`src/rtl/uart_tx_arbiter.sv`:
```
// uart_tx_arbiter
//   Shares one uart_tx transmitter between NREQ packet producers. A requester
//   is chosen round-robin in IDLE, its packet is latched into tx_data, and a
//   one-cycle send_data pulse starts uart_tx. The block counts the serial frame
//   itself (BIT_CLKS*FRAME_BITS clocks), pulses done for the owner, and then
//   waits GAP_CLKS idle-line clocks before arbitrating again.
//
//   Optional feature: define UART_TX_ARB_PRIO0_EN to give requester 0 absolute
//   priority in IDLE. The others then arbitrate round-robin among themselves,
//   and grants to requester 0 leave the round-robin pointer untouched.
//
//   Ports
//     clk        in   system clock, rising edge
//     n_rst      in   asynchronous reset, active-HIGH (1 = reset)
//     req        in   [NREQ]        level request per requester, held until ack
//     req_data   in   [NREQ*DATA_W] packet i at [i*DATA_W +: DATA_W]
//     ack        out  [NREQ]        one-hot pulse: packet i latched
//     done       out  [NREQ]        one-hot pulse: packet i fully shifted out
//     tx_data    out  [DATA_W]      registered packet to uart_tx
//     send_data  out                one-cycle start pulse to uart_tx
//     busy       out                high in every state except IDLE
module uart_tx_arbiter #(
   parameter int NREQ       = 4,
   parameter int DATA_W     = 288,
   parameter int BIT_CLKS   = 10,
   parameter int FRAME_BITS = 360,
   parameter int GAP_CLKS   = 2
) (
   input  logic                   clk,
   input  logic                   n_rst,
   input  logic [NREQ-1:0]        req,
   input  logic [NREQ*DATA_W-1:0] req_data,
   output logic [NREQ-1:0]        ack,
   output logic [NREQ-1:0]        done,
   output logic [DATA_W-1:0]      tx_data,
   output logic                   send_data,
   output logic                   busy
);

   localparam int FRAME_CLKS = BIT_CLKS * FRAME_BITS;
   localparam int CNT_W      = $clog2(FRAME_CLKS);
   localparam int PTR_W      = (NREQ > 1) ? $clog2(NREQ) : 1;

   localparam logic [CNT_W-1:0] LAST_CNT = CNT_W'(FRAME_CLKS - 1);
   localparam logic [CNT_W-1:0] LAST_GAP = CNT_W'((GAP_CLKS > 0) ? (GAP_CLKS - 1) : 0);
   localparam logic [PTR_W-1:0] PTR_RST  = PTR_W'(NREQ - 1);

   typedef enum logic [1:0] {S_IDLE, S_LOAD, S_SEND, S_GAP} state_t;

   state_t            r_state;
   logic [CNT_W-1:0]  r_cnt;
   logic [PTR_W-1:0]  r_ptr;
   logic [PTR_W-1:0]  r_owner;
   logic [DATA_W-1:0] r_tx_data;
   logic [NREQ-1:0]   r_ack;
   logic [NREQ-1:0]   r_done;
   logic              r_send;
   logic              r_busy;

   logic              w_found;
   logic              w_upd_ptr;
   logic [PTR_W-1:0]  w_win;
   logic [NREQ-1:0]   w_win_hot;
   logic [NREQ-1:0]   w_own_hot;

   // Winner search: walk the ring starting one past the last granted index.
   // With the priority option, requester 0 is claimed up front; when req[0]
   // is low the ring walk can never land on 0, so no extra exclusion is needed.
   always_comb begin
      int idx_sum;
      w_found   = 1'b0;
      w_upd_ptr = 1'b0;
      w_win     = '0;
      idx_sum   = 0;
`ifdef UART_TX_ARB_PRIO0_EN
      if (req[0]) begin
         w_found = 1'b1;
         w_win   = '0;
      end
`endif
      for (int i = 1; i <= NREQ; i++) begin
         idx_sum = int'(r_ptr) + i;
         if (idx_sum >= NREQ) idx_sum = idx_sum - NREQ;
         if (!w_found && req[PTR_W'(idx_sum)]) begin
            w_found   = 1'b1;
            w_upd_ptr = 1'b1;
            w_win     = PTR_W'(idx_sum);
         end
      end
   end

   assign w_win_hot = NREQ'(1) << w_win;
   assign w_own_hot = NREQ'(1) << r_owner;

   always_ff @(posedge clk or posedge n_rst) begin
      if (n_rst) begin
         r_state   <= S_IDLE;
         r_cnt     <= '0;
         r_ptr     <= PTR_RST;
         r_owner   <= '0;
         r_tx_data <= '0;
         r_ack     <= '0;
         r_done    <= '0;
         r_send    <= 1'b0;
         r_busy    <= 1'b0;
      end else begin
         r_ack  <= '0;
         r_done <= '0;
         r_send <= 1'b0;
         case (r_state)
            S_IDLE: begin
               if (w_found) begin
                  r_state   <= S_LOAD;
                  r_tx_data <= req_data[int'(w_win)*DATA_W +: DATA_W];
                  r_owner   <= w_win;
                  if (w_upd_ptr) r_ptr <= w_win;
                  r_ack     <= w_win_hot;
                  r_send    <= 1'b1;
                  r_busy    <= 1'b1;
               end
            end
            S_LOAD: begin
               r_state <= S_SEND;
               r_cnt   <= '0;
               // Degenerate one-clock frame: terminal count is the first SEND cycle.
               if (LAST_CNT == '0) r_done <= w_own_hot;
            end
            S_SEND: begin
               if (r_cnt == LAST_CNT) begin
                  r_cnt <= '0;
                  if (GAP_CLKS == 0) begin
                     r_state <= S_IDLE;
                     r_busy  <= 1'b0;
                  end else begin
                     r_state <= S_GAP;
                  end
               end else begin
                  r_cnt <= r_cnt + 1'b1;
                  // done is registered, so it is raised one count early to
                  // coincide with the terminal-count cycle.
                  if (r_cnt == LAST_CNT - 1'b1) r_done <= w_own_hot;
               end
            end
            S_GAP: begin
               if (r_cnt == LAST_GAP) begin
                  r_cnt   <= '0;
                  r_state <= S_IDLE;
                  r_busy  <= 1'b0;
               end else begin
                  r_cnt <= r_cnt + 1'b1;
               end
            end
            default: begin
               r_state <= S_IDLE;
               r_busy  <= 1'b0;
            end
         endcase
      end
   end

   assign ack       = r_ack;
   assign done      = r_done;
   assign tx_data   = r_tx_data;
   assign send_data = r_send;
   assign busy      = r_busy;

endmodule

```
`config.mk`:
```
export PLATFORM = sky130hd
export DESIGN_NAME = uart_tx_arbiter
export DESIGN_NICKNAME = d
export VERILOG_FILES = /design/src/rtl/uart_tx_arbiter.sv
export SDC_FILE = /design/constraint.sdc
export NUM_CORES = 1
export LEC_CHECK = 0
export BUFFER_PORTS_ARGS = -buffer_cell sky130_fd_sc_hd__buf_2
export CAP_MARGIN = 20
export CORE_AREA = 5 5 557 559
export CTS_CLUSTER_SIZE = 16
export DETAILED_ROUTE_END_ITERATION = 10
export DIE_AREA = 0 0 562 564
export PLACE_DENSITY = 0.32
export SETUP_SLACK_MARGIN = 0.4
export SYNTH_ARGS = -nofsm -noshare
export SYNTH_HDL_FRONTEND = slang
export SYNTH_SLANG_ARGS = --single-unit
```
`constraint.sdc`:
```
create_clock -name clk -period 19.8 [get_ports clk]
set_clock_uncertainty 0.2 [all_clocks]
set_input_delay 2.97 -clock clk [delete_from_list [all_inputs] [get_ports clk]]
set_output_delay 2.97 -clock clk [all_outputs]
set_load 0.02 [all_outputs]
```
; ---- Word-level counts from Yosys, hierarchy flattened
; Cells that the tools add are included.
[classes]
magnitude_cmp = 8
n_eq_ne = 9
mux = 41
mul = 1
shift = 3
n_reduce_logical = 12
add_sub_neg = 9
[op_table]
columns = cell, n
row1 = $shiftx A1152 B12 Y288, 1
row2 = $pmux W12 S3, 1
row3 = $eq A12 B12 Y1 const B, 2
row4 = $mux W12, 2
row5 = $mux W2, 11
row6 = $mux W4, 5
row7 = $lt A2 B4 Y1 const B, 4
row8 = $mux W1, 16
row9 = $add A12 B1 Y12 const B, 1
row10 = $eq A12 B1 Y1 const B, 1
row11 = $ge A3 B3 Y1 const B, 3
row12 = $bmux W1 S2, 4
row13 = $pmux W2 S4, 1
row14 = $shl A1 B2 Y4 const A, 2
row15 = $sub A2 B1 Y2 const B, 4
row16 = $add A2 B2 Y3 const B, 2
row17 = $mul A2 B4 Y6 const B, 1
row18 = $ne A2 B2 Y1 const B, 3
row19 = $reduce_and A3 Y1, 2
row20 = $add A2 B3 Y4 const B, 1
row21 = $eq A2 B2 Y1 const B, 2
row22 = $ge A4 B3 Y1 const B, 1
row23 = $add A2 B1 Y3 const B, 1
row24 = $logic_and A1 B1 Y1, 3
row25 = other kinds (7), 9
[word_totals]
wordCells = 92
regBits = 316
input_bits = 1158
out_inout_bits = 298

; ---- Longest topological paths before layout
; Gate-level depths: netlist (run 1).
[depth]
ltp_word = 19
ltp_mapped = 8
ltp_nobuf = 6

; ---- Worst setup path before layout (run 1)
; Ideal clock, no wire load.
[synth_timing]
path_type = input -> register
from = input req[2]
to = register r_tx_data[101] (netlist: tx_data[101])
path_stages = 8
t_arrival_ns = 4.353
t_required_ns = 19.518
slack_ns = 15.166
path_buffers = 4
setup_ns = 0.082
cell_sequence = buf_2 -> or3_4 -> o21ai_2 -> buf_2 -> buf_2 -> buf_2 -> a41oi_1 -> a31oi_1
[synth_between]
elab_chain_len = 15
elab_cells_between_ends = 29
cone_classes = mul (1) / shift (1) / mux (20) / reduce/logical (7)
[synth_rtl]
columns = element, line
row1 = from (decl), 31  ; input logic [NREQ-1:0] req,
row2 = $bmux W1 S2, 84  ; if (!w_found && req[PTR_W'(idx_sum)]) begin
row3 = $mux W1 (not written as such) (2 in a row), 84
row4 = $mux W1, 84
row5 = $logic_not A1 Y1, 84
row6 = $logic_and A1 B1 Y1, 84
row7 = $mux W1, 84
row8 = $logic_not A1 Y1, 84
row9 = $logic_and A1 B1 Y1, 84
row10 = $mux W1, 84
row11 = $logic_not A1 Y1, 84
row12 = $logic_and A1 B1 Y1, 84
row13 = $mux W2, 84
row14 = $mul A2 B4 Y6, 114  ; r_tx_data <= req_data[int'(w_win)*DATA_W +: DATA_W];
row15 = $shiftx A1152 B12 Y288, 114
row16 = to (signal assigned), 114
row17 = to (decl), 54  ; logic [DATA_W-1:0] r_tx_data;
; Several ways; a longest one is shown, not always the timed one. The select of a mux whose other input is x is not followed.
; A chain may end at the register's enable or synchronous reset.

; ---- Final worst setup path (run 1)
[layout_timing]
from = input req[2]
to = register r_tx_data[180] (netlist: tx_data[180])
; Same word-level chain as after synthesis.

==> impl_metrics.yaml, run 1 <==
floorplanning:
  core_area_um2: 304500
  pin_count: 1456
  start_util_pct: 6.231
  num_rows: 203
  die_area_um2: 317000
  die_w_um: 562
  die_height_um: 564
logic_synthesis:
  synth_top_family_by_area: "compound AO/OA/AOI/OAI gates"
  synthFlopType: "dfrtp_1"
  synth.distinct_cells: 50
  synth_most_common_cell: "dfrtp_1"
  syn-cell-area_um2: 18980
  ys_ff_latch: 316
  synthXorXnorAreaFrac_pct: 0.1846
  synth_top_cell_by_area: "dfrtp_1"
  syn_area_per_cell_um2: 8.700
  synth_cells: 2181
  yosys_warnings: 0
  yosys-mux-area-fraction_pct: 0.1714
  syn-num-nets: 3346
  synth.area.top_cells: "dfrtp_1 (41%), a41oi_1 (13%), a32oi_1 (13%)"
  synth-compound-area-share_pct: 37.41
  synthSimpleGateAreaFrac_pct: 13.51
  synth_edf_count: 0
  synthTopCellsByCount: "dfrtp_1 (314), nand2_1 (305), nor2_1 (299), a31oi_1 (290), a41oi_1 (289)"
  async_flop_share_pct: 100.0
  synth_top_area_share_pct: 41.41
  synthAdderAreaFrac_pct: 0.4616
  synth_seq_area_share_pct: 41.69
timing:
  period_minus_slack_ns: 6.330
  setup_viol: 0
  hold_violations: 0
  fmax_ghz: 0.1580
  worst_slack_ns: 13.47
  tightest_slew_ns: 1.222
  max_slew_margin_pct: 18.51
  finalCritPeriodShare_pct: 31.97
  report.final.slew_viol_count: 0
  rsz0062_at_grt: "false"
  hold_slack_ns: 0.2803
  tns_ns: 0
cells_and_area:
  area_delta_synth_final_pct: 70.34
  finish.instance_area_um2: 32320
  fin_util_pct: 10.61
  layout-drive-gt1-share_pct: 45.63
  final_nets: 4619
drt:
  post_drt_wl_per_cell_um: 30.95
  drtAntennaViolNets: 0
  vias: 27230
  dr.pass1.iters: 5
  dr.first_iter.drc_count: 2029
  vias_per_cell: 3.619
  routed_wl_um: 232900
  drc: 0
setup_path:
  cp_slowest_stage_delay_ns: 0.83
  cp-start-kind: "input pin"
  critPathKind: "in2reg"
  required_ns: 20.17
  cp_cell_sequence: "buf_8, or3_1, o221ai_4, buf_4, buf_4, buf_4, buf_4, a32oi_1, a31oi_1"
  end_kind: "flop"
  worstPathArrival_ns: 6.70
  crit_top_cell: "buf_4"
  crit_family: "buffers and inverters"
  critPathSlowestCell: "buf_4"
  cp_max_fo: 78
  worst-path-buf-inv: 5
clock_network:
  path_clk_slew_ns: 0.05
  ctsHoldBuffers: 0
  clk_latency_ns: 0.66
  cts_resized: 0
  post_cts_buffers: 0
  cts_tree: "yes"
  cts_sinks: 316
  cts_buffers: 51
  h-tree-depth: 2
  root_buffer: "clkbuf_16"
  clockBufferDepth: 3
global_route:
  grt_pass1_wl_um: 293300
  first_global_vias: 27670
  grt-ovfl-total: 0
  grt_max_degree: 125
  antenna_found_initial: 204
  track_usage_pct: 13.84
pwr:
  p_per_area_nw_per_um2: 58.17
  leakage_uw: 0.01395
  peakVddDrop_mv: 0.04324
placement:
  placed_area_um2: 30580
  dp_slack_ns: 12.81
  gp_congestion: 0.9269
  port_buffers: 1455
  dpl.hpwl_um: 196200
hold_path:
  min_path_type: "reg2reg"
flow_run:
  cap_violations: 0
outcome:
  status: "completed"
-- routing by layer --
layer,global-route usage [%],routed length (µm),vias to the layer above
met3,6.065,25450,516
met5,0,918,-
met1,15.38,86150,13450
li1,-,-,11340
met2,23.54,110600,1784
met4,4.727,9728,144
-- registers in the layout, indices dropped and copies added, names as in the netlist --
name,flops
r_state,2
r_ptr,2
done,4
send_data,1
ack,4
r_cnt,12
busy,1
r_owner,2
tx_data,288
-- path summary, 6_finish.rpt --
| path | from | endpoint | slack, ns | cells past startpoint |
|---|---|---|---|---|
| setup / recovery | req[2] | tx_data[180]$_DFFE_PP0P_ | 13.47 | 9 |
| hold / removal | r_owner[1]$_DFFE_PP0P_ | done[1]$_DFF_PP0_ | 0.28 | 1 |
| setup reg to reg | r_ptr[1]$_DFFE_PP1P_ | tx_data[180]$_DFFE_PP0P_ | 15.49 | 8 |
| hold reg to reg | r_owner[1]$_DFFE_PP0P_ | done[1]$_DFF_PP0_ | 0.28 | 1 |
| max in group asynchronous | n_rst | tx_data[156]$_DFFE_PP0P_ | 14.54 | 5 |
| min in group asynchronous | n_rst | tx_data[228]$_DFFE_PP0P_ | 2.10 | 2 |
-- area by class of cell --
cell class	count	area (µm²)
Inverter	14	67.56
Clock inverter	11	183.9
Clock buffer	81	1479
Fill cell	35770	272200
Timing Repair Buffer	1509	7745
Multi-Input combinational cell	1562	9852
Sequential cell	316	7910
Tap cell	3997	5001
Antenna cell	34	85.08
-- cells by family (layout without fill, tap and decap cells) --
kind of cell,count (synthesis),in the layout
compound gates,898,898
mux,3,3
fa+ha+maj,7,7
other cells,0,34
simple gates,650,650
xor+xnor,4,4
flops,316,316
buf+inv,303,1615
-- per-stage QoR --
step / power, µW / instances
floorplan: 737.8 / 2181
global placement: 936.9 / 7398
detailed placement: 935.6 / 7398
CTS: 1931 / 7490
global route: 1957 / 7509
finish: 1880 / 7524
-- where the power goes --
| group | total (µW) | internal (µW) | switching (µW) |
|---|---|---|---|
| logic | 276 | 109 | 167 |
| registers | 646 | 646 | 0 |
| clock network | 958 | 571 | 387 |
-- placed cells by master, fill, tap and decap left out, types with 5 or more instances in the layout --
cell and instances:
a21oi_1 5, a31oi_1 290, a32oi_1 288, a41oi_1 289, buf_2 1453, buf_4 51, bufinv_16 5, clkbuf_1 21
clkbuf_16 51, clkbuf_8 9, clkinv_2 5, dfrtp_1 314, diode_2 34, ha_1 7, inv_1 12, nand2_1 304
nand2b_1 5, nor2_1 299, nor3_1 12, o21ai_0 9
No activity file was read; power rests on OpenSTA's default activity.
==> inputs of run 2 (changes only) <==
--- a/config.mk
+++ b/config.mk
@@ -7,11 +7,11 @@
 export LEC_CHECK = 0
 export BUFFER_PORTS_ARGS = -buffer_cell sky130_fd_sc_hd__buf_2
 export CAP_MARGIN = 20
-export CORE_AREA = 5 5 557 559
+export CORE_AREA = 5 5 556 558
 export CTS_CLUSTER_SIZE = 16
 export DETAILED_ROUTE_END_ITERATION = 10
-export DIE_AREA = 0 0 562 564
-export PLACE_DENSITY = 0.32
+export DIE_AREA = 0 0 561 563
+export PLACE_DENSITY = 0.33
 export SETUP_SLACK_MARGIN = 0.4
 export SYNTH_ARGS = -nofsm -noshare
 export SYNTH_HDL_FRONTEND = slang
==> constraint.sdc (replaced) <==
create_clock -name clk -period 5.25 [get_ports clk]
set_clock_uncertainty 0.2 [all_clocks]
set_input_delay 0.7875 -clock clk [delete_from_list [all_inputs] [get_ports clk]]
set_output_delay 0.7875 -clock clk [all_outputs]
set_load 0.02 [all_outputs]
==> run 2 against run 1 <==
Effect of this change:
- first-iteration DRC count up 18%
- largest power group unchanged
- die area down 0.35%
- clock-buffer cell count down 11
- utilization up 0.22 points
- highest routed layer unchanged
- sequential power rose to 3.8 times the previous value
- total power rose to 3.8 times the previous value
- final cell count up 0.65%
==> impl_metrics.yaml, run 2 (synthesis gave the netlist of run 1 again) <==
outcome:
  status: "completed"
setup_path:
  cp-start-kind: "flop"
  rr_endpoint: "tx_data[223]$_DFFE_PP0P_"
  required_ns: 5.60
  r2r_start: "r_state[0]$_DFFE_PP0P_"
  cp_max_fo: 96
  rrSetupSlack_ns: 2.01
  reg2reg_depth: 6
  end_kind: "flop"
  worstPathArrival_ns: 3.59
  critPathKind: "reg2reg"
hold_path:
  holdPathEnd: "tx_data[211]$_DFFE_PP0P_"
  min_path_type: "in2reg"
  worstHoldPathCells: 3
  hold_start: "req_data[1075]"
floorplanning:
  start_util_pct: 6.241
  die_height_um: 563
  pin_count: 1456
  num_rows: 203
  core_area_um2: 304000
  die_w_um: 561
  die_area_um2: 315800
timing:
  finalCritPeriodShare_pct: 61.81
  setup_viol: 0
  tns_ns: 0
  worst_slack_ns: 2.005
  hold_slack_ns: 0.1243
  max_slew_margin_pct: 35.09
  period_minus_slack_ns: 3.245
  tightest_slew_ns: 0.9736
  report.final.slew_viol_count: 0
  fmax_ghz: 0.3082
  rsz0062_at_grt: "false"
  hold_violations: 0
placement:
  port_buffers: 1455
  dpl.hpwl_um: 209600
  dp_slack_ns: 1.663
  gp_congestion: 0.9775
flow_run:
  cap_violations: 0
global_route:
  track_usage_pct: 14.79
  grt_max_degree: 110
  grt_pass1_wl_um: 309400
  antenna_found_initial: 232
  first_global_vias: 27710
  grt-ovfl-total: 0
cells_and_area:
  largest_reg_flops: 288
  mostFrequentLayoutCells: "buf_2 (1453), dfrtp_1 (314), nand2_1 (304)"
  fin_util_pct: 10.84
  final_common_cell: "buf_2"
  layout-drive-gt1-share_pct: 46.23
  final_nets: 4646
  area_delta_synth_final_pct: 73.61
drt:
  dr.first_iter.drc_count: 2387
  vias_per_cell: 3.642
  drc: 0
  post_drt_wl_per_cell_um: 32.65
  dr.pass1.iters: 5
  vias: 27580
  routed_wl_um: 247300
  drtAntennaViolNets: 0
pwr:
  peakVddDrop_mv: 0.2455
  leakage_uw: 0.01421
  p_per_area_nw_per_um2: 218.0
  total_power_uw: 7181
clock_network:
  cts_tree: "yes"
  post_cts_buffers: 0
  cts_resized: 0
  cts_sinks: 316
  clockBufferDepth: 3
  cts_buffers: 49
  clk_latency_ns: 0.69
  h-tree-depth: 2
  path_clk_slew_ns: 0.06
  root_buffer: "clkbuf_16"
==> run 2: timing repair <==
item                                   in CTS  in global routing
endpoints found under the hold margin       9                  0
hold buffers                                1                  0
setup endpoints to repair                   0                  0
==> run 2: worst max path at each step <==
stage	startpoint	endpoint	slack, ns
after detailed placement	req[1]	tx_data[223]$_DFFE_PP0P_	1.66
after global placement	req[1]	tx_data[223]$_DFFE_PP0P_	1.68
after global routing	r_state[0]$_DFFE_PP0P_	tx_data[223]$_DFFE_PP0P_	1.91
final	r_state[0]$_DFFE_PP0P_	tx_data[223]$_DFFE_PP0P_	2.01
after CTS	r_state[0]$_DFFE_PP0P_	tx_data[223]$_DFFE_PP0P_	2.10
after floorplan	n_rst	ack[0]$_DFF_PP0_	0.05
==> run 2: layer usage <==
layer  global-route usage, %  up-vias  wire, µm
li1                        -    11430         -
met1                   16.22    13630     89880
met2                   25.40     1756    117800
met3                   6.745      570     28040
met4                   4.731      192     10350
met5                       0        -      1248
==> run 2: layout make-up <==
| class | count | area (µm²) |
|---|---|---|
| antenna | 63 | 157.7 |
| inverter | 14 | 63.81 |
| tap | 3997 | 5001 |
| timing repair buffer | 1538 | 8315 |
| clock buffer | 70 | 1438 |
| sequential | 316 | 7910 |
| multi-input combinational | 1562 | 9852 |
| clock inverter | 13 | 205.2 |
| fill | 35660 | 271100 |
==> run 2: worst max-delay path, cell delays in order, from the launching register on <==
cell     delay [ns]
dfrtp_1        0.39
inv_1          0.12
ha_1           0.53
o21ai_4        0.25
buf_12         0.24
a41oi_1        0.89
a31oi_1        0.18
==> run 2: power by group <==
part	switching (µW)	internal (µW)	total [µW]
Sequential	0	2440	2440
Clock	1520	2130	3650
Combinational	662	432	1090
Total	2190	4990	7180
==> run 2: metrics by stage <==
stage | instance area [µm²] | cells
final | 32940 | 7573
after global placement | 31110 | 7425
after CTS | 32770 | 7509
after detailed placement | 31110 | 7425
after floorplan | 18980 | 2181
after global routing | 32840 | 7530
==> inputs of run 3 (changes only) <==
--- a/config.mk
+++ b/config.mk
@@ -7,11 +7,11 @@
 export LEC_CHECK = 0
 export BUFFER_PORTS_ARGS = -buffer_cell sky130_fd_sc_hd__buf_2
 export CAP_MARGIN = 20
-export CORE_AREA = 5 5 556 558
+export CORE_AREA = 5 5 560 562
 export CTS_CLUSTER_SIZE = 16
 export DETAILED_ROUTE_END_ITERATION = 10
-export DIE_AREA = 0 0 561 563
-export PLACE_DENSITY = 0.33
+export DIE_AREA = 0 0 565 567
+export PLACE_DENSITY = 0.32
 export SETUP_SLACK_MARGIN = 0.4
 export SYNTH_ARGS = -nofsm -noshare
 export SYNTH_HDL_FRONTEND = slang
==> constraint.sdc (replaced) <==
create_clock -name clk -period 3 [get_ports clk]
set_clock_uncertainty 0.2 [all_clocks]
set_input_delay 0.45 -clock clk [delete_from_list [all_inputs] [get_ports clk]]
set_output_delay 0.45 -clock clk [all_outputs]
set_load 0.02 [all_outputs]
==> run 3 against run 2 <==
Effect of this change:
- register-to-register slack lost 1.6 ns
- final cell count grew 18%
- hold slack lost 0.091 ns
- utilization grew 4.0 points
- sequential power grew 75%
- critical path depth grew 2
- clock power grew 74%
- total power grew 95%
- via count grew 18%
- sequential cell count is the same
- sequential share of layout area shrank 6.7 points
- critical path type is now in2reg
- largest power group unchanged
==> impl_metrics.yaml, run 3 (synthesis gave the netlist of run 1 again) <==
placement:
  gp_congestion: 0.9147
  dp.cells: 7646
  port_buffers: 1455
  dpl.hpwl_um: 211800
  placed_area_um2: 32250
timing:
  rsz0062_at_grt: "true"
  max_slew_margin_pct: 25.67
  hold_slack_ns: 0.03324
  tightest_slew_ns: 1.115
  hold_violations: 0
  report.final.slew_viol_count: 0
  fmax_ghz: 0.3754
  period_minus_slack_ns: 2.664
  finalCritPeriodShare_pct: 88.80
  setup_viol: 0
drt:
  drc: 0
  vias_per_cell: 3.630
  dr.first_iter.drc_count: 2154
  drtAntennaViolNets: 0
  dr.pass1.iters: 7
  vias: 32490
  routed_wl_um: 253800
  post_drt_wl_per_cell_um: 28.36
setup_path:
  cp-start-kind: "input pin"
  rrSetupSlack_ns: 0.40
  cp_max_fo: 62
  required_ns: 3.31
  r2r_start: "r_ptr[0]$_DFFE_PP1P_"
  cp_slowest_stage_delay_ns: 0.53
  critPathKind: "in2reg"
  end_kind: "flop"
  crit_start: "req[3]"
  critPathSlowestCell: "dlygate4sd3_1"
  reg2reg_depth: 6
  rr_endpoint: "tx_data[145]$_DFFE_PP0P_"
  worstPathArrival_ns: 2.97
  cp_cell_sequence: "dlygate4sd3_1, buf_2, nor2b_2, o221ai_4, buf_12, buf_4, a32oi_1, a31oi_1"
pwr:
  combPwrFrac_pct: 24.0
  p_per_area_nw_per_um2: 305.9
  switching_share_pct: 30.02
  peakVddDrop_mv: 0.4163
  seqPwrFrac_pct: 30.5
  total_power_uw: 13970
  netSwitchingPower_uw: 4193
  power.clock.fraction_pct: 45.4
  p_int_uw: 9774
  leakage_uw: 0.01962
cells_and_area:
  finish.instance_area_um2: 45650
  n_fill_cell: 35170
  area_delta_synth_final_pct: 140.6
  mostFrequentLayoutCells: "buf_2 (1453), dlygate4sd3_1 (1092), dfrtp_1 (314)"
  stdcell_count: 8950
  largest_reg_flops: 288
  final_common_cell: "buf_2"
  final_nets: 5857
  layout-drive-gt1-share_pct: 37.27
floorplanning:
  start_util_pct: 6.164
  die_height_um: 567
  pin_count: 1456
  num_rows: 204
  die_area_um2: 320400
  die_w_um: 565
  core_area_um2: 307800
clock_network:
  cts_buffers: 49
  path_clk_slew_ns: 0.08
  root_buffer: "clkbuf_16"
  cts_tree: "yes"
  clockBufferDepth: 3
  clk_latency_ns: 0.70
  cts_sinks: 316
  h-tree-depth: 2
global_route:
  track_usage_pct: 14.94
  grt_pass1_wl_um: 324600
  antenna_found_initial: 178
  first_global_vias: 34160
  grt_max_degree: 122
  grt-ovfl-total: 0
hold_path:
  holdPathEnd: "tx_data[216]$_DFFE_PP0P_"
  worstHoldPathCells: 3
  min_path_type: "in2reg"
  hold_start: "req_data[1080]"
flow_run:
  cap_violations: 0
outcome:
  status: "completed"
-- run 3: changes by cell type in the layout (fill, tap and decap cells not counted), moves of 6 or more --
cell / change
buf_4: +85
dlygate4sd3_1: +1091
diode_2: +37
clkbuf_8: +8
a32oi_1: -6
buf_16: +8
buf_12: +17
-- run 3: power groups by stage --
stage          registers (µW)  clock network [µW]  logic (µW)
6_report                 4260                6340        3360
3_5_place_dp             4340                   0        1980
2_1_floorplan            4340                   0         528
4_1_cts                  4260                6670        3380
5_1_grt                  4260                6730        3550
3_3_place_gp             4340                   0        1990
-- run 3: final cells by class --
cell class	instances	area [µm²]	area share, %
clock buffers	74	1490	3.264
well taps	4120	5155	11.29
flip-flops and latches	316	7910	17.33
repair buffers	2749	20660	45.25
inverters	14	63.81	0.1398
diodes	100	250.2	0.5481
multi-input cells	1562	9938	21.77
clock inverters	15	188.9	0.4138
-- run 3: worst max-delay path by stage --
stage	endpoint	slack, ns	cells after the start
2_1_floorplan	ack[0]$_DFF_PP0_	-1.86	1
3_5_place_dp	tx_data[278]$_DFFE_PP0P_	-0.02	7
5_1_grt	tx_data[254]$_DFFE_PP0P_	0.35	6
3_3_place_gp	tx_data[278]$_DFFE_PP0P_	-0.04	7
6_report	tx_data[145]$_DFFE_PP0P_	0.34	8
4_1_cts	tx_data[145]$_DFFE_PP0P_	0.40	8
-- run 3: critical path: cells and delay by family --
| family | cells | cell delay (ns) |
|---|---|---|
| buf+inv | 4 | 1.24 |
| simple gates | 1 | 0.29 |
| compound gates | 3 | 0.81 |
-- run 3: metrics by stage --
stage	utilization (%)	TNS, ns	worst slack (ns)
global placement	10.48	-0.1188	-0.04345
finish	14.83	0	0.3360
detailed placement	10.48	-0.03875	-0.02108
floorplan	-	-585.24	-1.859
CTS	14.70	0	0.4013
global route	14.81	0	0.3510
-- run 3: per-layer routing --
metal  global-route usage [%]  wire [µm]  vias to the layer above
met5                        0        648                        -
met4                    6.745      13050                      106
met3                    4.010      19640                      528
met2                    25.74     121600                     1875
met1                    17.21      98920                    16070
li1                         -          -                    13910
-- run 3: what timing repair did --
item / in CTS / in global routing
pin swaps: 2 / 9
hold buffers: 1092 / 0
setup endpoints to repair: 141 / 30
gates resized for setup: 15 / 11
hold endpoints to repair: 407 / 0
gates cloned: 4 / 3
buffers inserted: 14 / 2
